$ cat config.mk
export PLATFORM = sky130hd
export DESIGN_NAME = core_seq_flat
export DESIGN_NICKNAME = d
export VERILOG_FILES = /design/src/rtl/core_seq_pkg.sv /design/src/rtl/core_seq_if.sv /design/src/rtl/core_seq.sv /design/src/flat_wrapper.sv
export SDC_FILE = /design/constraint.sdc
export NUM_CORES = 1
export LEC_CHECK = 0
export BUFFER_PORTS_ARGS = -buffer_cell sky130_fd_sc_hd__buf_2
export CAP_MARGIN = 20
export CORE_ASPECT_RATIO = 1.25
export CORE_MARGIN = 3
export CORE_UTILIZATION = 60
export DETAILED_ROUTE_END_ITERATION = 8
export PLACE_DENSITY = 0.83
export SKIP_LAST_GASP = 1
export SLEW_MARGIN = 20
export SYNTH_ARGS = -nofsm -noshare
export SYNTH_HDL_FRONTEND = slang
export SYNTH_SLANG_ARGS = --single-unit
$ cat constraint.sdc
create_clock -name clk -period 5.55 [get_ports clk]
set_input_delay 0.8325 -clock clk [delete_from_list [all_inputs] [get_ports clk]]
set_output_delay 0.8325 -clock clk [all_outputs]
set_load 0.01 [all_outputs]
$ cat src/rtl/core_seq_pkg.sv
// core_seq_pkg
//   Shared definitions for the core layer sequencer: sequencer state encoding,
//   bit positions inside core's 34-bit instruction word, address widths and
//   the idle instruction word (both SRAMs deselected, nothing else asserted).
package core_seq_pkg;

   localparam int INST_W  = 34;
   localparam int XADDR_W = 10;
   localparam int PADDR_W = 11;

   localparam int INST_LOAD      = 0;
   localparam int INST_EXEC      = 1;
   localparam int INST_L0_WR     = 2;
   localparam int INST_L0_RD     = 3;
   localparam int INST_OFIFO_RD  = 6;
   localparam int INST_XADDR_LSB = 7;
   localparam int INST_L0_SEL    = 17;
   localparam int INST_WEN_X     = 18;
   localparam int INST_CEN_X     = 19;
   localparam int INST_PADDR_LSB = 20;
   localparam int INST_WEN_P     = 31;
   localparam int INST_CEN_P     = 32;
   localparam int INST_ACCUM     = 33;

   // CEN/WEN are active-low, so the quiet word keeps all four high.
   localparam logic [INST_W-1:0] IDLE_INST =
      (INST_W'(1) << INST_CEN_X) | (INST_W'(1) << INST_WEN_X) |
      (INST_W'(1) << INST_CEN_P) | (INST_W'(1) << INST_WEN_P);

   typedef enum logic [2:0] {
      ST_IDLE  = 3'd0,
      ST_WFILL = 3'd1,
      ST_KLOAD = 3'd2,
      ST_KSET  = 3'd3,
      ST_XFILL = 3'd4,
      ST_EXEC  = 3'd5,
      ST_DRAIN = 3'd6,
      ST_DONE  = 3'd7
   } seq_state_e;

endpackage

$ cat src/rtl/core_seq_if.sv
// core_seq_if
//   Bundle between the host/core side and the layer sequencer.
//   Host -> seq : start, w_base, x_base, p_base, x_len, accum_en
//   Core -> seq : ofifo_valid
//   Seq -> core : inst (34-bit instruction word)
//   Seq -> host : busy, done
//   master = host/core side, slave = sequencer.
interface core_seq_if #(
   parameter int len_bw = 10
);
   import core_seq_pkg::*;

   logic                start;
   logic [XADDR_W-1:0]  w_base;
   logic [XADDR_W-1:0]  x_base;
   logic [PADDR_W-1:0]  p_base;
   logic [len_bw-1:0]   x_len;
   logic                accum_en;
   logic                ofifo_valid;
   logic [INST_W-1:0]   inst;
   logic                busy;
   logic                done;

   modport master (
      output start, w_base, x_base, p_base, x_len, accum_en, ofifo_valid,
      input  inst, busy, done
   );

   modport slave (
      input  start, w_base, x_base, p_base, x_len, accum_en, ofifo_valid,
      output inst, busy, done
   );

endinterface

$ cat src/rtl/core_seq.sv
// core_seq
//   Layer sequencer for one kernel tile of core: fills L0 with kernel words
//   from xmem, loads the kernel into the PE array, lets it settle, fills L0
//   with activations, executes, then drains the OFIFO into pmem (optionally
//   read-modify-write accumulating). Every inst bit is registered.
// Ports
//   clk    : clock, all state on rising edge
//   reset  : asynchronous active-low reset
//   bus    : core_seq_if.slave (host fields, ofifo_valid in; inst/busy/done out)
// Parameters
//   row    : PE rows, part of the kernel settle time
//   col    : PE cols, number of kernel words per tile
//   len_bw : width of x_len
//
// state    | meaning
// ---------+------------------------------------------------------------
// ST_IDLE  | waiting for start; inputs latched on accept
// ST_WFILL | col xmem reads of kernel words at w_base+idx
// ST_KLOAD | 1 l0_wr tail cycle, then col cycles load kernel + l0_rd
// ST_KSET  | row+col quiet cycles while the kernel settles in the array
// ST_XFILL | x_len xmem reads of activations at x_base+idx, then tail
// ST_EXEC  | x_len cycles execute + l0_rd
// ST_DRAIN | per output row: phase A ofifo_rd (+pmem read), phase B write
// ST_DONE  | done pulse, busy drops, back to idle
module core_seq
   import core_seq_pkg::*;
#(
   parameter int row    = 4,
   parameter int col    = 8,
   parameter int len_bw = 10
) (
   input  logic       clk,
   input  logic       reset,
   core_seq_if.slave  bus
);

   // One extra bit so XFILL can hold x_len reads plus its tail.
   localparam int CNT_W = len_bw + 1;
   localparam logic [CNT_W-1:0] CNT_ONE = CNT_W'(1);

   seq_state_e         state, state_nxt;

   logic [CNT_W-1:0]   tmr;        // cycles/slots left in state, terminal at 0
   logic [CNT_W-1:0]   idx;        // address offset within state
   logic [CNT_W-1:0]   tmr_load;
   logic               ph;         // DRAIN slot phase: 0 = A, 1 = B
   logic               tmr_tc;

   logic [XADDR_W-1:0] w_q, x_q;
   logic [PADDR_W-1:0] p_q;
   logic [len_bw-1:0]  len_q;
   logic               acc_q;

   logic [INST_W-1:0]  inst_q, inst_nxt;
   logic               busy_q, busy_nxt;
   logic               done_q, done_nxt;
   logic               accept;

   assign tmr_tc = (tmr == '0);
   assign accept = (state == ST_IDLE) && bus.start;

   // state register
   always_ff @(posedge clk or negedge reset) begin
      if (!reset) begin
         state <= ST_IDLE;
      end else begin
         state <= state_nxt;
      end
   end

   // next-state logic
   always_comb begin
      state_nxt = state;
      unique case (state)
         ST_IDLE:  if (accept && (bus.x_len != '0)) state_nxt = ST_WFILL;
         ST_WFILL: if (tmr_tc) state_nxt = ST_KLOAD;
         ST_KLOAD: if (tmr_tc) state_nxt = ST_KSET;
         ST_KSET:  if (tmr_tc) state_nxt = ST_XFILL;
         ST_XFILL: if (tmr_tc) state_nxt = ST_EXEC;
         ST_EXEC:  if (tmr_tc) state_nxt = ST_DRAIN;
         ST_DRAIN: if (ph && tmr_tc) state_nxt = ST_DONE;
         ST_DONE:  state_nxt = ST_IDLE;
         default:  state_nxt = ST_IDLE;
      endcase
   end

   // Timer reload value for the state being entered (length - 1).
   // KLOAD and XFILL carry one extra cycle for the l0_wr tail.
   always_comb begin
      tmr_load = '0;
      unique case (state_nxt)
         ST_WFILL:          tmr_load = CNT_W'(col - 1);
         ST_KLOAD:          tmr_load = CNT_W'(col);
         ST_KSET:           tmr_load = CNT_W'(row + col - 1);
         ST_XFILL:          tmr_load = CNT_W'(len_q);
         ST_EXEC, ST_DRAIN: tmr_load = CNT_W'(len_q) - CNT_ONE;
         default:           tmr_load = '0;
      endcase
   end

   // Counters are reloaded on every state change; in DRAIN they only step
   // at the end of a slot (phase B), and phase A waits on ofifo_valid.
   always_ff @(posedge clk or negedge reset) begin
      if (!reset) begin
         tmr <= '0;
         idx <= '0;
         ph  <= 1'b0;
      end else if (state_nxt != state) begin
         tmr <= tmr_load;
         idx <= '0;
         ph  <= 1'b0;
      end else if (state == ST_DRAIN) begin
         if (ph) begin
            tmr <= tmr - CNT_ONE;
            idx <= idx + CNT_ONE;
            ph  <= 1'b0;
         end else if (bus.ofifo_valid) begin
            ph  <= 1'b1;
         end
      end else if (state != ST_IDLE) begin
         tmr <= tmr - CNT_ONE;
         idx <= idx + CNT_ONE;
      end
   end

   // Tile parameters are captured only at accept.
   always_ff @(posedge clk or negedge reset) begin
      if (!reset) begin
         w_q   <= '0;
         x_q   <= '0;
         p_q   <= '0;
         len_q <= '0;
         acc_q <= 1'b0;
      end else if (accept) begin
         w_q   <= bus.w_base;
         x_q   <= bus.x_base;
         p_q   <= bus.p_base;
         len_q <= bus.x_len;
         acc_q <= bus.accum_en;
      end
   end

   // output logic
   always_comb begin
      inst_nxt = IDLE_INST;
      // xmem read data lands one cycle after the strobe, so l0_wr simply
      // follows the registered CEN_x by one cycle in every state.
      inst_nxt[INST_L0_WR] = ~inst_q[INST_CEN_X];
      unique case (state)
         ST_WFILL: begin
            inst_nxt[INST_CEN_X] = 1'b0;
            inst_nxt[INST_XADDR_LSB +: XADDR_W] = w_q + idx[XADDR_W-1:0];
         end
         ST_KLOAD: begin
            if (idx != '0) begin
               inst_nxt[INST_LOAD]  = 1'b1;
               inst_nxt[INST_L0_RD] = 1'b1;
            end
         end
         ST_XFILL: begin
            if (!tmr_tc) begin
               inst_nxt[INST_CEN_X] = 1'b0;
               inst_nxt[INST_XADDR_LSB +: XADDR_W] = x_q + idx[XADDR_W-1:0];
            end
         end
         ST_EXEC: begin
            inst_nxt[INST_EXEC]  = 1'b1;
            inst_nxt[INST_L0_RD] = 1'b1;
         end
         ST_DRAIN: begin
            if (!ph) begin
               if (bus.ofifo_valid) begin
                  inst_nxt[INST_OFIFO_RD] = 1'b1;
                  if (acc_q) begin
                     inst_nxt[INST_CEN_P] = 1'b0;
                     inst_nxt[INST_PADDR_LSB +: PADDR_W] = p_q + idx[PADDR_W-1:0];
                  end
               end
            end else begin
               inst_nxt[INST_CEN_P] = 1'b0;
               inst_nxt[INST_WEN_P] = 1'b0;
               inst_nxt[INST_ACCUM] = acc_q;
               inst_nxt[INST_PADDR_LSB +: PADDR_W] = p_q + idx[PADDR_W-1:0];
            end
         end
         default: ;
      endcase
      busy_nxt = (state_nxt != ST_IDLE);
      // A zero-length tile completes on the accept edge itself.
      done_nxt = (state == ST_DONE) || (accept && (bus.x_len == '0));
   end

   always_ff @(posedge clk or negedge reset) begin
      if (!reset) begin
         inst_q <= IDLE_INST;
         busy_q <= 1'b0;
         done_q <= 1'b0;
      end else begin
         inst_q <= inst_nxt;
         busy_q <= busy_nxt;
         done_q <= done_nxt;
      end
   end

   assign bus.inst = inst_q;
   assign bus.busy = busy_q;
   assign bus.done = done_q;

endmodule

$ cat src/flat_wrapper.sv
// flat-port wrapper written by rule: the top's interface ports become plain ports
module core_seq_flat import core_seq_pkg::*;
#(
   parameter int row    = 4,
   parameter int col    = 8,
   parameter int len_bw = 10
)
  (clk, reset, bus_start, bus_w_base, bus_x_base, bus_p_base, bus_x_len, bus_accum_en, bus_ofifo_valid, bus_inst, bus_busy, bus_done);
  core_seq_if #(.len_bw(len_bw)) bus_i ();
  input  logic clk;
  input  logic reset;
  input wire logic [$bits(bus_i.start)-1:0] bus_start;
  input wire logic [$bits(bus_i.w_base)-1:0] bus_w_base;
  input wire logic [$bits(bus_i.x_base)-1:0] bus_x_base;
  input wire logic [$bits(bus_i.p_base)-1:0] bus_p_base;
  input wire logic [$bits(bus_i.x_len)-1:0] bus_x_len;
  input wire logic [$bits(bus_i.accum_en)-1:0] bus_accum_en;
  input wire logic [$bits(bus_i.ofifo_valid)-1:0] bus_ofifo_valid;
  output wire logic [$bits(bus_i.inst)-1:0] bus_inst;
  output wire logic [$bits(bus_i.busy)-1:0] bus_busy;
  output wire logic [$bits(bus_i.done)-1:0] bus_done;
  assign bus_i.start = bus_start;
  assign bus_i.w_base = bus_w_base;
  assign bus_i.x_base = bus_x_base;
  assign bus_i.p_base = bus_p_base;
  assign bus_i.x_len = bus_x_len;
  assign bus_i.accum_en = bus_accum_en;
  assign bus_i.ofifo_valid = bus_ofifo_valid;
  assign bus_inst = bus_i.inst;
  assign bus_busy = bus_i.busy;
  assign bus_done = bus_i.done;
  core_seq #(.row(row), .col(col), .len_bw(len_bw)) u_core (.clk(clk), .reset(reset), .bus(bus_i));
endmodule
Yosys cells after proc, flatten, opt, wreduce, memory -nomap -nowiden

Index checks and enable logic that the tools add are counted.

$add $sub $neg: 6
Eq/ne operators: 15
Muxes and demuxes: 39
Bitwise gates (word level): 1
Reductions and logical operators: 16

Operator list:

| operator              | number |
|---|---|
| $mux 11               | 11 |
| $pmux 11 s5           | 1 |
| $pmux 3 s8            | 1 |
| $eq 3x3->1 const B    | 7 |
| $mux 3                | 7 |
| $add 10x10->10        | 2 |
| $pmux 10 s2           | 1 |
| $mux 1                | 14 |
| $mux 14               | 1 |
| $eq 3x2->1 const B    | 4 |
| $add 11x1->11 const B | 1 |
| $add 11x11->11        | 1 |
| $logic_not 11->1      | 1 |
| $reduce_bool 11->1    | 1 |
| $sub 10x1->11 const B | 1 |
| $sub 11x1->11 const B | 1 |
| $logic_not 10->1      | 1 |
| $mux 10               | 1 |
| $reduce_bool 10->1    | 1 |
| $reduce_bool 3->1     | 3 |
| $eq 3x1->1 const B    | 2 |
| $logic_and 1x1->1     | 4 |
| $pmux 1 s2            | 2 |
| $logic_not 3->1       | 1 |
| 7 further kinds       | 7 |

Register bits after elaboration: 100
Input bits: 46
Output and inout bits: 36
Logic and storage cells: 89

Logic depth before layout (Yosys ltp)

Gate-level depths: netlist of the first run.

Word-level depth: 9
Gate-level depth with buffers: 9
Depth with buffers taken out: 8

Worst setup path after synthesis of the first run

No wires, ideal clock.

Path kind: register -> register
From: register u_core.idx[0]
To: register u_core.inst_q[28] (netlist: u_core.bus.inst[28])
Library setup time: 126 ps
Arrival: 2128 ps
Setup slack: 3296 ps
Stages on the path, launching flop included: 9
Period minus slack after synthesis: 2254 ps
Cells stage by stage: dfrtp_1 -> ha_1 -> fa_1 -> a21o_1 -> a21oi_1 -> o21bai_1 -> a2111oi_0 -> or3_1 -> a21oi_1

Word-level cells in the longest chain between the ends: 5

RTL lines:

| what                    | line                             | source |
|---|---|---|
| from (decl)             | core_seq.sv:44                   | `logic [CNT_W-1:0] idx;` |
| from (signal assigned)  | core_seq.sv:115                  | `idx <= idx + CNT_ONE;` |
| from (signal assigned)  | core_seq.sv:122                  | `idx <= idx + CNT_ONE;` |
| $add 11x11->11 *        | core_seq.sv:176, core_seq.sv:183 |  |
| $mux 11                 | core_seq.sv:174                  | `if (acc_q) begin` |
| $mux 11                 | core_seq.sv:172                  | `if (bus.ofifo_valid) begin` |
| $mux 11 *               | core_seq.sv:171                  | `if (!ph) begin` |
| $mux 14 *               | core_seq.sv:149                  | `unique case (state)` |
| via u_core.inst_nxt[28] | core_seq.sv:54                   | `logic [INST_W-1:0] inst_q, inst_nxt;` |
| to (signal assigned)    | core_seq.sv:199                  | `inst_q <= inst_nxt;` |
| to (decl)               | core_seq.sv:54                   |  |

Mark *: on every way through the listed nets, which the timed path passes. The rest lies on a longest branch.
A chain may end at the register's enable or synchronous reset.

Final worst setup path of the first run

From: register u_core.tmr[0]
To: register u_core.tmr[10]

Word-level cells in the longest chain between the ends: 8
Elaborated cells between the ends (all ways): 26
Those cells by class: add/sub (1); eq/ne (8); mux (12); reduce/logical (5)

RTL lines:

| what                   | line            | source |
|---|---|---|
| from (decl)            | core_seq.sv:43  | `logic [CNT_W-1:0] tmr;` |
| from (signal assigned) | core_seq.sv:109 | `tmr <= tmr_load;` |
| from (signal assigned) | core_seq.sv:114 | `tmr <= tmr - CNT_ONE;` |
| from (signal assigned) | core_seq.sv:121 | `tmr <= tmr - CNT_ONE;` |
| $logic_not 11->1       | core_seq.sv:59  | `assign tmr_tc = (tmr == '0);` |
| $logic_and 1x1->1      | core_seq.sv:81  | `ST_DRAIN: if (ph && tmr_tc) state_nxt = ST_DONE;` |
| $mux 3                 | core_seq.sv:81  |  |
| $pmux 3 s8             | core_seq.sv:74  | `unique case (state)` |
| $eq 3x3->1             | core_seq.sv:91  | `unique case (state_nxt)` |
| $reduce_or 2->1        | core_seq.sv:91  |  |
| $pmux 11 s5            | core_seq.sv:91  |  |
| $mux 11                | core_seq.sv:108 | `end else if (state_nxt != state) begin` |

Several ways; a longest one is shown, not always the timed one. The select of a mux whose other input is x is not followed.

==> results of run 1 <==
cells by family after synthesis:
family                     count (synthesis)  share of synthesized area, %
and+or+nand+nor                          159                         14.83
DFF                                      100                         44.26
AOI/OAI and AO/OA                        141                         16.08
buffers and inverters                     43                         3.314
muxes                                     42                         8.308
other                                      2                        0.1326
xor gates and xnor gates                  32                         4.949
adders and majority gates                 35                         8.131
flip-flops by register name, indices dropped and copies added, names as in the netlist, 3 cells and up:
| register | cells |
|---|---|
| u_core.bus.inst | 30 |
| u_core.idx | 11 |
| u_core.p_q | 11 |
| u_core.tmr | 11 |
| u_core.len_q | 10 |
| u_core.w_q | 10 |
| u_core.x_q | 10 |
| u_core.state | 3 |
area by class of cell:
class | instances | area (um2) | share of cell area [%]
sequential | 100 | 2506 | 38.95
inverter | 24 | 90.09 | 1.400
clock buffer | 12 | 256.5 | 3.986
tap | 123 | 153.9 | 2.392
timing repair buffer | 79 | 422.9 | 6.572
clock inverter | 4 | 23.77 | 0.3694
multi-input combinational | 413 | 2982 | 46.33
cells in the mapped netlist (all sizes together) (3+ instances only):
master    n
dfrtp    97
nor2     49
o21ai    44
mux2     40
ha       32
nand2    30
a21oi    27
inv      23
xnor2    16
xor2     16
buf      13
nor3     13
nand3    12
a211oi   10
nand4    10
o22ai    10
or3      10
a21o      9
clkbuf    6
nor4      6
a22oi     5
nor2b     5
or2       5
a22o      4
and2      4
nor4b     4
o21a      4
o21bai    4
a2111oi   3
dfstp     3
fa        3
o211ai    3
worst min-delay path by stage:
| stage | from | endpoint | slack [ns] | cells past startpoint |
|---|---|---|---|---|
| global placement | u_core.bus.inst[19]$_DFF_PN1_ | u_core.bus.inst[2]$_DFF_PN0_ | 0.42 | 1 |
| detailed placement | u_core.bus.inst[19]$_DFF_PN1_ | u_core.bus.inst[2]$_DFF_PN0_ | 0.44 | 1 |
| finish | u_core.bus.inst[19]$_DFF_PN1_ | u_core.bus.inst[2]$_DFF_PN0_ | 0.45 | 1 |
| global route | u_core.bus.inst[19]$_DFF_PN1_ | u_core.bus.inst[2]$_DFF_PN0_ | 0.46 | 1 |
| floorplan | u_core.bus.inst[19]$_DFF_PN1_ | u_core.bus.inst[2]$_DFF_PN0_ | 0.44 | 1 |
| CTS | u_core.bus.inst[19]$_DFF_PN1_ | u_core.bus.inst[2]$_DFF_PN0_ | 0.45 | 1 |
metal layers:
metal | routed length, um | track usage (%) | share of wire, % | vias to the layer above
li1 | - | - | - | 2160
met1 | 5086 | 30.20 | 38 | 2235
met4 | 436 | 13.59 | 3.3 | 0
met5 | 0 | 0 | 0 | -
met2 | 7143 | 47.14 | 54 | 148
met3 | 619 | 3.287 | 4.7 | 37
per-stage QoR:
stage	power (mW)	worst slack, ns
5_1_grt	3.940	2.354
3_5_place_dp	3.044	2.704
2_1_floorplan	2.676	3.296
4_1_cts	3.650	2.697
3_3_place_gp	2.941	2.790
6_report	3.652	2.647
power by group:
group	total [mW]	internal (mW)	switching, mW
clock network	0.592	0.327	0.265
logic	1.76	0.824	0.931
registers	1.30	1.01	0.296
total	3.65	2.16	1.49
critical path: cells and delay by family (launching register included):
kind / cells / cell delay, ns
buf+inv: 1 / 0.07
compound gates: 1 / 0.16
fa+ha+maj: 1 / 0.20
simple gates: 5 / 1.99
flops: 1 / 0.41
==> summary.txt, run 1 <==
Run status
  – Outcome: completed

Timing
  – Crit path time final: around 2.9 ns
  – Rel. slew slack: 41.47%
  – Final Setup Violations: 0
  – Total Neg Setup Slack: 0 ns
  – Worst Tran Pin Value: 0.8746 ns
  – FMAX: 0.3445 GHz
  – Final Hold Viols: 0
  – Worst Hold Slack: 0.4513 ns
  – RSZ-0062 raised after global routing: false
  – Fin crit share: between 50 and 60%
  – Max Slew Vio Count: 0
  – Worst Skew: around 0.0056 ns

Worst setup path
  – Setup slack on the worst flop-to-flop path: 2.65 ns
  – Register-to-Register Path Depth: 8
  – CP endpoint: u_core.tmr[10]$_DFFE_PN0P_
  – Crit path required time: 5.82 ns
  – CP dominant cell by count: nor2_1
  – Worst setup path startpoint: u_core.tmr[0]$_DFFE_PN0P_
  – Critical path class: flop to flop
  – CP Launch Type: flop
  – Worst-path cell chain: inv_1 > ha_1 > or3b_1 > nor4_4 > nor2_1 > nor2_1 > nand4_1 > o21ai_1
  – Slowest-stage cell, CP: nor2_1
  – Critical path data arrival time: about 3.2 ns
  – Crit-path max cell delay: 0.70 ns
  – Reg-to-Reg Start: u_core.tmr[0]$_DFFE_PN0P_
  – Critical Path End Type: flop
  – Worst r2r dst: u_core.tmr[10]$_DFFE_PN0P_
  – Worst-path fanout max: 12

Detailed routing
  – Routed Antenna Nets: 0
  – DR WL/cell: 17.60 um
  – Post-DR vias/cell: roughly 6.1
  – Residual DRC count: 0
  – Drt pass-1 iters: 5
  – Final wirelength: 13,290 um
  – Initial DRC count: about 250
  – Routed vias: between 4,000 and 5,000

Hold path
  – Tightest Hold Check Type: flop to flop

Global route
  – Largest net degree at the start of global routing: 53
  – Initial antenna violation count: 0
  – Gr usage total: about a quarter
  – Vias in the first global route: approximately 4,600
  – First-pass GRT wire length: between 20,000 and 25,000 um
  – GR Overflow Total: 0

Clocking
  – CTS H-tree lvls: 3
  – CTS tree: yes
  – Clock tree buffer depth: 2
  – Setup Fix Bufs, Post-CTS: 0
  – Clock slew at reported path FFs: ~0.060 ns
  – CTS buffer count: 9
  – CTS hold repair buffers: 0
  – Latest clock arrival within the worst-skew pair: 0.34 ns
  – # clock sinks: 100
  – Post-cts sizing count: 0
  – Clock tree root buffer cell: clkbuf_16

Yosys
  – #FFs+latches synth: 100
  – Post-synthesis sequential area ratio: about 44%
  – Synth Cell Area: roughly 0.0057 mm2
  – Largest cells by area after synthesis: dfrtp_1, mux2_2, ha_1, o21ai_0, nor2_1
  – Mapped Cells: roughly 550
  – Post-synth EDFFs: 0
  – Yosys warnings: 0
  – Yosys top cell area share: between 40% and 50%
  – Ys flop type: dfrtp_1
  – Synth cell types: 64
  – Post-synth top area cell: dfrtp_1
  – Post-Syn Area per Cell: between 10 and 15 um2
  – Share of flip-flops with an asynchronous set or reset: 100.0%

Final layout
  – Layout Utilization: 70.14%
  – Share of layout cells above drive strength 1: a little under a quarter
  – Final instance area: 0.006435 mm2
  – Final Non-Filler Cells: roughly 760
  – Antenna cell count: 0
  – Highest-count cells in the layout ignoring fill and taps: dfrtp_1, buf_2, nor2_1
  – Layout area overhead: 13.63%
  – # nets final: about 710
  – Fill cells: 724
  – Most common cell after layout, fill and taps aside: dfrtp_1

Pwr
  – Peak supply drop: approximately 0.00038 V
  – Power Density: roughly 570 mW/mm2
  – Leakage: 2.958 nW

Floorplan
  – Die area: between 0.01 and 0.015 mm2
  – # IOs: 82
  – Core Rows: 39
  – Initial Util: 61.73%
  – Die width: between 90 and 100 um
  – Core area: between 0.009 and 0.01 mm2
  – Die Y: about 110 um

Run
  – Max-cap violations: 0

Place
  – Placed Cells: roughly 740
  – RePlAce Congestion: around 0.88
  – Placed inst area: slightly above 0.006 mm2
  – Port-buffer cells: between 70 and 80
  – HPWL after DPL: between 9000 and 10,000 um
No activity file was read; power rests on OpenSTA's default activity.
==> run 2, diff against run 1 <==
--- a/config.mk
+++ b/config.mk
@@ -9,9 +9,9 @@
 export CAP_MARGIN = 20
 export CORE_ASPECT_RATIO = 1.25
 export CORE_MARGIN = 3
-export CORE_UTILIZATION = 60
+export CORE_UTILIZATION = 52
 export DETAILED_ROUTE_END_ITERATION = 8
-export PLACE_DENSITY = 0.83
+export PLACE_DENSITY = 0.76
 export SKIP_LAST_GASP = 1
 export SLEW_MARGIN = 20
 export SYNTH_ARGS = -nofsm -noshare
==> constraint.sdc (replaced) <==
create_clock -name clk -period 2.45 [get_ports clk]
set_input_delay 0.3675 -clock clk [delete_from_list [all_inputs] [get_ports clk]]
set_output_delay 0.3675 -clock clk [all_outputs]
set_load 0.01 [all_outputs]
==> summary.txt, run 2 (synthesis results as in run 1) <==
Clocking
  – # clock sinks: 100 (unchanged)
  – Setup Fix Bufs, Post-CTS: 0 (unchanged)
  – Clock tree buffer depth: 2 (unchanged)
  – Latest clock arrival within the worst-skew pair: 0.34 ns (about the same)
  – CTS H-tree lvls: 3 (unchanged)
  – Clock tree root buffer cell: clkbuf_16
  – CTS buffer count: 9 (unchanged)
  – Clock slew at reported path FFs: 0.07 ns (about the same)
  – CTS tree: yes

Worst setup path
  – Critical Path End Type: flop
  – Worst-path fanout max: 3 (-9)
  – Crit path required time: 2.70 ns (-3.12 ns)
  – Reg-to-Reg Start: u_core.p_q[0]$_DFFE_PN0P_
  – CP Launch Type: flop
  – Worst setup path startpoint: u_core.p_q[0]$_DFFE_PN0P_
  – Critical path data arrival time: 2.56 ns (-0.61 ns)
  – Critical path class: flop to flop
  – Slowest-stage cell, CP: a2111o_1
  – Worst-path cell chain: ha_1 > fa_1 > a21o_1 > a21oi_2 > o21bai_1 > a2111o_1 > nand3_1 > nor3b_1
  – Crit-path max cell delay: 0.44 ns (-0.26 ns)

Final layout
  – Final instance area: 0.006644 mm2 (+3.2%)
  – # nets final: 731 (+3.2%)
  – Number of flip-flops in the largest register: 30 (unchanged)
  – Most common cell after layout, fill and taps aside: dfrtp_1
  – Share of layout cells above drive strength 1: 26.61% (+3.2 points)
  – Antenna cell count: 0 (unchanged)
  – Final Non-Filler Cells: 783 (+3.7%)
  – Register area: 0.002506 mm2 (unchanged)
  – Multi-input gate area: 0.003005 mm2 (+0.80%)
  – Highest-count cells in the layout ignoring fill and taps: dfrtp_1, buf_2, nor2_1
  – Layout area overhead: 17.32%
  – Fill cells: 871 (+20%)

Timing
  – RSZ-0062 raised after global routing: true
  – Rel. slew slack: 60.13% (+19 points)
  – Crit path time final: 2.314 ns (-0.5888 ns)
  – FMAX: 0.4322 GHz (+25%)
  – Final Setup Violations: 0 (unchanged)
  – Worst Hold Slack: 0.2555 ns (-0.1958 ns)
  – Total Neg Setup Slack: 0 ns (unchanged)
  – Fin crit share: 94.45% (+42 points)
  – Max Slew Vio Count: 0 (unchanged)
  – Worst Tran Pin Value: 0.5934 ns (-0.2812 ns)
  – Worst Skew: 0.003958 ns (-0.001684 ns)
  – Final Hold Viols: 0 (unchanged)

Global route
  – GR Overflow Total: 0 (unchanged)
  – First-pass GRT wire length: 22,250 um (+1.7%)
  – Gr usage total: 22.74% (-3.4 points)
  – Largest net degree at the start of global routing: 49 (-7.5%)
  – Initial antenna violation count: 0 (unchanged)
  – Vias in the first global route: 4,714 (+1.9%)

Detailed routing
  – Drt pass-1 iters: 4 (-1)
  – Routed Antenna Nets: 0 (unchanged)
  – Routed vias: 4,594 (+0.31%)
  – Initial DRC count: 220 (-11%)
  – Residual DRC count: 0 (unchanged)
  – Post-DR vias/cell: 5.867 (-3.3%)
  – DR WL/cell: 16.80 um (-4.5%)
  – Final wirelength: 13,160 um (-0.97%)

Place
  – Port-buffer cells: 77 (unchanged)
  – Placed Cells: 767 (+3.8%)
  – Placed inst area: 0.006332 mm2 (+2.9%)
  – RePlAce Congestion: 0.8565 (-2.9%)
  – HPWL after DPL: 10,150 um (+2.5%)

Floorplan
  – Die area: 0.01219 mm2 (+14%)
  – Die width: 99.34 um (+6.9%)
  – Initial Util: 54.65% (-7.1 points)
  – Core area: 0.01036 mm2 (+13%)
  – Die Y: 122.7 um (+7.0%)
  – # IOs: 82 (unchanged)
  – Core Rows: 41 (+5.1%)

Pwr
  – Power Total: 8.876 mW (+140%)
  – Leakage: 3.072 nW (+3.8%)
  – Peak supply drop: 0.0007504 V (+99%)
  – Combinational share of power: 52.5% (+4.4 points)
  – P_int: 5.219 mW (+140%)
  – Clock power frac: 15.1% (-1.1 points)
  – Psw: 3.658 mW (+150%)
  – Sequential share of power: 32.4% (-3.3 points)
  – Power Density: 1336 mW/mm2 (+140%)
  – Switching Share: 41.21% (+0.36 points)

Run
  – Max-cap violations: 0 (unchanged)

Hold path
  – Hold_sp: bus_w_base[5]
  – Tightest Hold Check Type: input port to flop

Run status
  – Outcome: completed
-- run 2: cell type report --
cell class                 instances  area share (%)
tap                              129           2.429
multi-input combinational        413           45.24
timing repair buffer             102           9.077
clock inverter                     3          0.3202
sequential                       100           37.72
inverter                          24           1.356
clock buffer                      12           3.861
-- run 2: path summary, 6_finish.rpt --
path | cells after the start | slack [ns] | endpoint
setup / recovery | 8 | 0.14 | u_core.bus.inst[30]$_DFF_PN0_
max in group asynchronous | 3 | 1.30 | u_core.idx[5]$_DFFE_PN0P_
hold reg to reg | 1 | 0.44 | u_core.bus.inst[2]$_DFF_PN0_
min in group asynchronous | 2 | 0.48 | u_core.bus.inst[33]$_DFF_PN0_
hold / removal | 2 | 0.26 | u_core.w_q[5]$_DFFE_PN0P_
setup reg to reg | 8 | 0.14 | u_core.bus.inst[30]$_DFF_PN0_
-- run 2: through the flow --
step,util [%],setup WS [ns]
6_report,64.11,0.1360
5_1_grt,64.11,-0.07148
4_1_cts,63.90,0.01952
3_5_place_dp,61.11,0.03748
3_3_place_gp,61.11,0.1974
2_1_floorplan,-,0.1964
-- run 2: power groups by stage --
stage / clock, mW / sequential [mW] / combinational [mW]
floorplan: 0 / 2.78 / 3.28
global placement: 0 / 2.87 / 4.37
detailed placement: 0 / 2.90 / 4.56
CTS: 1.37 / 2.88 / 4.61
global route: 1.44 / 2.96 / 5.23
finish: 1.34 / 2.88 / 4.66
-- run 2: worst max-delay path: cells and delay by family (launching register included) --
| family | cells | cell delay [ns] |
|---|---|---|
| AO/OA/AOI/OAI | 4 | 0.96 |
| AND/OR/NAND/NOR | 2 | 0.26 |
| adder cells (fa/ha/maj) | 2 | 0.63 |
| flip-flops | 1 | 0.38 |
-- run 2: routing by layer --
metal  wire length (um)  share of wire (%)  global-route usage, %
met1               5259                 40                  26.71
met2               7103                 54                  41.30
met3                575                4.4                  3.923
met4                218                1.7                  8.625
met5                  0                  0                      0
-- run 2: what timing repair did --
| action | in CTS | in global routing |
|---|---|---|
| hold endpoints to repair | 24 | 0 |
| setup endpoints to repair | 1 | 6 |
| resized for setup | 1 | 6 |
| hold buffers | 1 | 0 |
==> run 3, diff against run 2 <==
--- a/config.mk
+++ b/config.mk
@@ -7,11 +7,11 @@
 export LEC_CHECK = 0
 export BUFFER_PORTS_ARGS = -buffer_cell sky130_fd_sc_hd__buf_2
 export CAP_MARGIN = 20
-export CORE_ASPECT_RATIO = 1.25
+export CORE_ASPECT_RATIO = 0.75
 export CORE_MARGIN = 3
-export CORE_UTILIZATION = 52
+export CORE_UTILIZATION = 58
 export DETAILED_ROUTE_END_ITERATION = 8
-export PLACE_DENSITY = 0.76
+export PLACE_DENSITY = 0.81
 export SKIP_LAST_GASP = 1
 export SLEW_MARGIN = 20
 export SYNTH_ARGS = -nofsm -noshare
==> constraint.sdc (replaced) <==
create_clock -name clk -period 2.4 [get_ports clk]
set_input_delay 0.36 -clock clk [delete_from_list [all_inputs] [get_ports clk]]
set_output_delay 0.36 -clock clk [all_outputs]
set_load 0.01 [all_outputs]
==> summary.txt, run 3 (synthesis results as in run 1) <==
Worst setup path
  – Reg-to-Reg Start: u_core.idx[1]$_DFFE_PN0P_
  – Critical Path End Type: flop
  – CP endpoint: u_core.bus.inst[16]$_DFF_PN0_
  – Worst r2r dst: u_core.bus.inst[16]$_DFF_PN0_
  – Setup slack on the worst flop-to-flop path: 0.009 ns (-0.13 ns)
  – CP Depth: 8 (unchanged)
  – Worst-path fanout max: 5 (+2)
  – Critical path class: flop to flop
  – Slowest-stage cell, CP: dfrtp_1
  – Crit-path max cell delay: 0.45 ns (about the same)
  – Bufs and invs on worst path: 1 (+1)
  – Critical path data arrival time: 2.61 ns (+0.05 ns)
  – Worst setup path startpoint: u_core.idx[1]$_DFFE_PN0P_
  – Register-to-Register Path Depth: 8 (unchanged)
  – CP delay by family, top: compound AO/OA/AOI/OAI gates
  – CP Launch Type: flop
  – Worst-path cell chain: buf_4 > ha_1 > a211oi_1 > o21ai_0 > a21oi_1 > o21ai_0 > xnor2_1 > o22ai_1
  – Crit path required time: 2.61 ns (-0.09 ns)
  – CP dominant cell by count: o21ai_0

Detailed routing
  – Routed Antenna Nets: 0 (unchanged)
  – Routed vias: 4,858 (+5.7%)
  – Initial DRC count: 457 (+110%)
  – Post-DR vias/cell: 6.165 (+5.1%)
  – Residual DRC count: 0 (unchanged)
  – Drt pass-1 iters: 5 (+1)
  – DR WL/cell: 18.66 um (+11%)
  – Final wirelength: 14,700 um (+12%)

Final layout
  – Antenna cell count: 0 (unchanged)
  – Share of layout cells above drive strength 1: 28.03% (+1.4 points)
  – Number of flip-flops in the largest register: 30 (unchanged)
  – Layout area overhead: 18.85%
  – Most common cell after layout, fill and taps aside: dfrtp_1
  – Layout Utilization: 72.59% (+8.5 points)
  – Fill cells: 674 (-23%)
  – # nets final: 736 (+0.68%)
  – Highest-count cells in the layout ignoring fill and taps: dfrtp_1, buf_2, nor2_1

Clocking
  – CTS H-tree lvls: 3 (unchanged)
  – Clock tree buffer depth: 2 (unchanged)
  – Clock slew at reported path FFs: 0.07 ns (about the same)
  – CTS tree: yes
  – # clock sinks: 100 (unchanged)
  – Clock tree root buffer cell: clkbuf_16
  – CTS buffer count: 9 (unchanged)
  – Latest clock arrival within the worst-skew pair: 0.35 ns (about the same)

Pwr
  – Power Density: 1426 mW/mm2 (+6.7%)
  – Power Total: 9.598 mW (+8.1%)
  – Sequential share of power: 31.3% (-1.1 points)
  – Psw: 4.082 mW (+12%)
  – Peak supply drop: 0.0006439 V (-14%)
  – Leakage: 3.129 nW (+1.9%)
  – Switching Share: 42.53% (+1.3 points)
  – P_int: 5.516 mW (+5.7%)
  – Clock power frac: 15.5% (+0.4 points)
  – Combinational share of power: 53.2% (+0.7 points)

Timing
  – Rel. slew slack: 48.46% (-12 points)
  – Total Neg Setup Slack: 0 ns (unchanged)
  – Final Setup Violations: 0 (unchanged)
  – Worst Skew: 0.008150 ns (+0.004193 ns)
  – RSZ-0062 raised after global routing: true
  – Worst Hold Slack: 0.2366 ns (-0.01893 ns)
  – FMAX: 0.4182 GHz (-3.2%)
  – Fin crit share: 99.63% (+5.2 points)
  – Final Hold Viols: 0 (unchanged)
  – Max Slew Vio Count: 0 (unchanged)
  – Worst Tran Pin Value: 0.7650 ns (+0.1715 ns)
  – Crit path time final: 2.391 ns (+0.07714 ns)

Global route
  – First-pass GRT wire length: 24,270 um (+9.1%)
  – Gr usage total: 27.59% (+4.8 points)
  – Largest net degree at the start of global routing: 62 (+27%)
  – Initial antenna violation count: 0 (unchanged)
  – Vias in the first global route: 4,899 (+3.9%)
  – GR Overflow Total: 0 (unchanged)

Floorplan
  – Die area: 0.01100 mm2 (-9.8%)
  – Core Rows: 30 (-27%)
  – # IOs: 82 (unchanged)
  – Die width: 120.1 um (+21%)
  – Initial Util: 61.08% (+6.4 points)
  – Die Y: 91.58 um (-25%)
  – Core area: 0.009271 mm2 (-11%)

Place
  – Port-buffer cells: 77 (unchanged)
  – HPWL after DPL: 11,040 um (+8.8%)
  – RePlAce Congestion: 0.9195 (+7.4%)

Hold path
  – Tightest Hold Check Type: input port to flop

Run status
  – Outcome: completed

Run
  – Max-cap violations: 0 (unchanged)
-- run 3: worst register-to-register path: stages (launching register included) --
cell and delay [ns]:
dfrtp_1 0.45, buf_4 0.20, ha_1 0.30, a211oi_1 0.34
o21ai_0 0.18, a21oi_1 0.25, o21ai_0 0.17, xnor2_1 0.23
o22ai_1 0.14
-- run 3: layer usage --
| metal | vias to the layer above | share of wire (%) | global-route usage, % |
|---|---|---|---|
| met5 | - | 0 | 0 |
| met1 | 2397 | 45 | 39.15 |
| met2 | 214 | 46 | 41.37 |
| met3 | 32 | 8.1 | 7.534 |
| li1 | 2215 | - | - |
| met4 | 0 | 1.7 | 8.389 |
-- run 3: layout make-up --
type | count | area [um2] | area share [%]
clock inverter | 6 | 71.32 | 1.060
inverter | 24 | 90.09 | 1.339
tap | 128 | 160.2 | 2.380
sequential | 100 | 2506 | 37.24
timing repair buffer | 107 | 640.6 | 9.518
multi-input combinational | 413 | 3033 | 45.06
clock buffer | 10 | 229.0 | 3.402
-- run 3: stage by stage --
stage / cell area (um2) / setup slack (ns) / std cells
5_1_grt: 6730 / -0.07463 / 788
4_1_cts: 6689 / 0.04774 / 788
3_3_place_gp: 6361 / 0.1262 / 770
3_5_place_dp: 6361 / -0.1206 / 770
2_1_floorplan: 5670 / 0.1464 / 556
6_report: 6730 / 0.008888 / 788
-- run 3: how the worst min path moves through the flow --
stage,from,endpoint,slack (ns),cells after the start
final,bus_x_len[0],u_core.len_q[0]$_DFFE_PN0P_,0.24,3
after global routing,bus_p_base[8],u_core.p_q[8]$_DFFE_PN0P_,0.23,2
after CTS,bus_x_len[0],u_core.len_q[0]$_DFFE_PN0P_,0.22,3
after detailed placement,reset,u_core.x_q[1]$_DFFE_PN0P_,0.37,1
after global placement,reset,u_core.x_q[2]$_DFFE_PN0P_,0.36,1
after floorplan,reset,u_core.acc_q$_DFFE_PN0P_,0.06,0
-- run 3: power groups by stage --
stage               sequential [mW]  clock, mW  combinational, mW
floorplan                      2.84          0               3.35
global placement               2.97          0               4.54
detailed placement             3.02          0               4.82
CTS                            2.98       1.51               4.94
global route                   3.07       1.58               5.62
finish                         3.00       1.49               5.11
-- run 3: what timing repair did --
action,in CTS,in global routing
gates resized for setup,3,11
hold buffers,1,0
endpoints found under the setup margin,2,10
buffers inserted,1,0
hold endpoints to repair,7,0
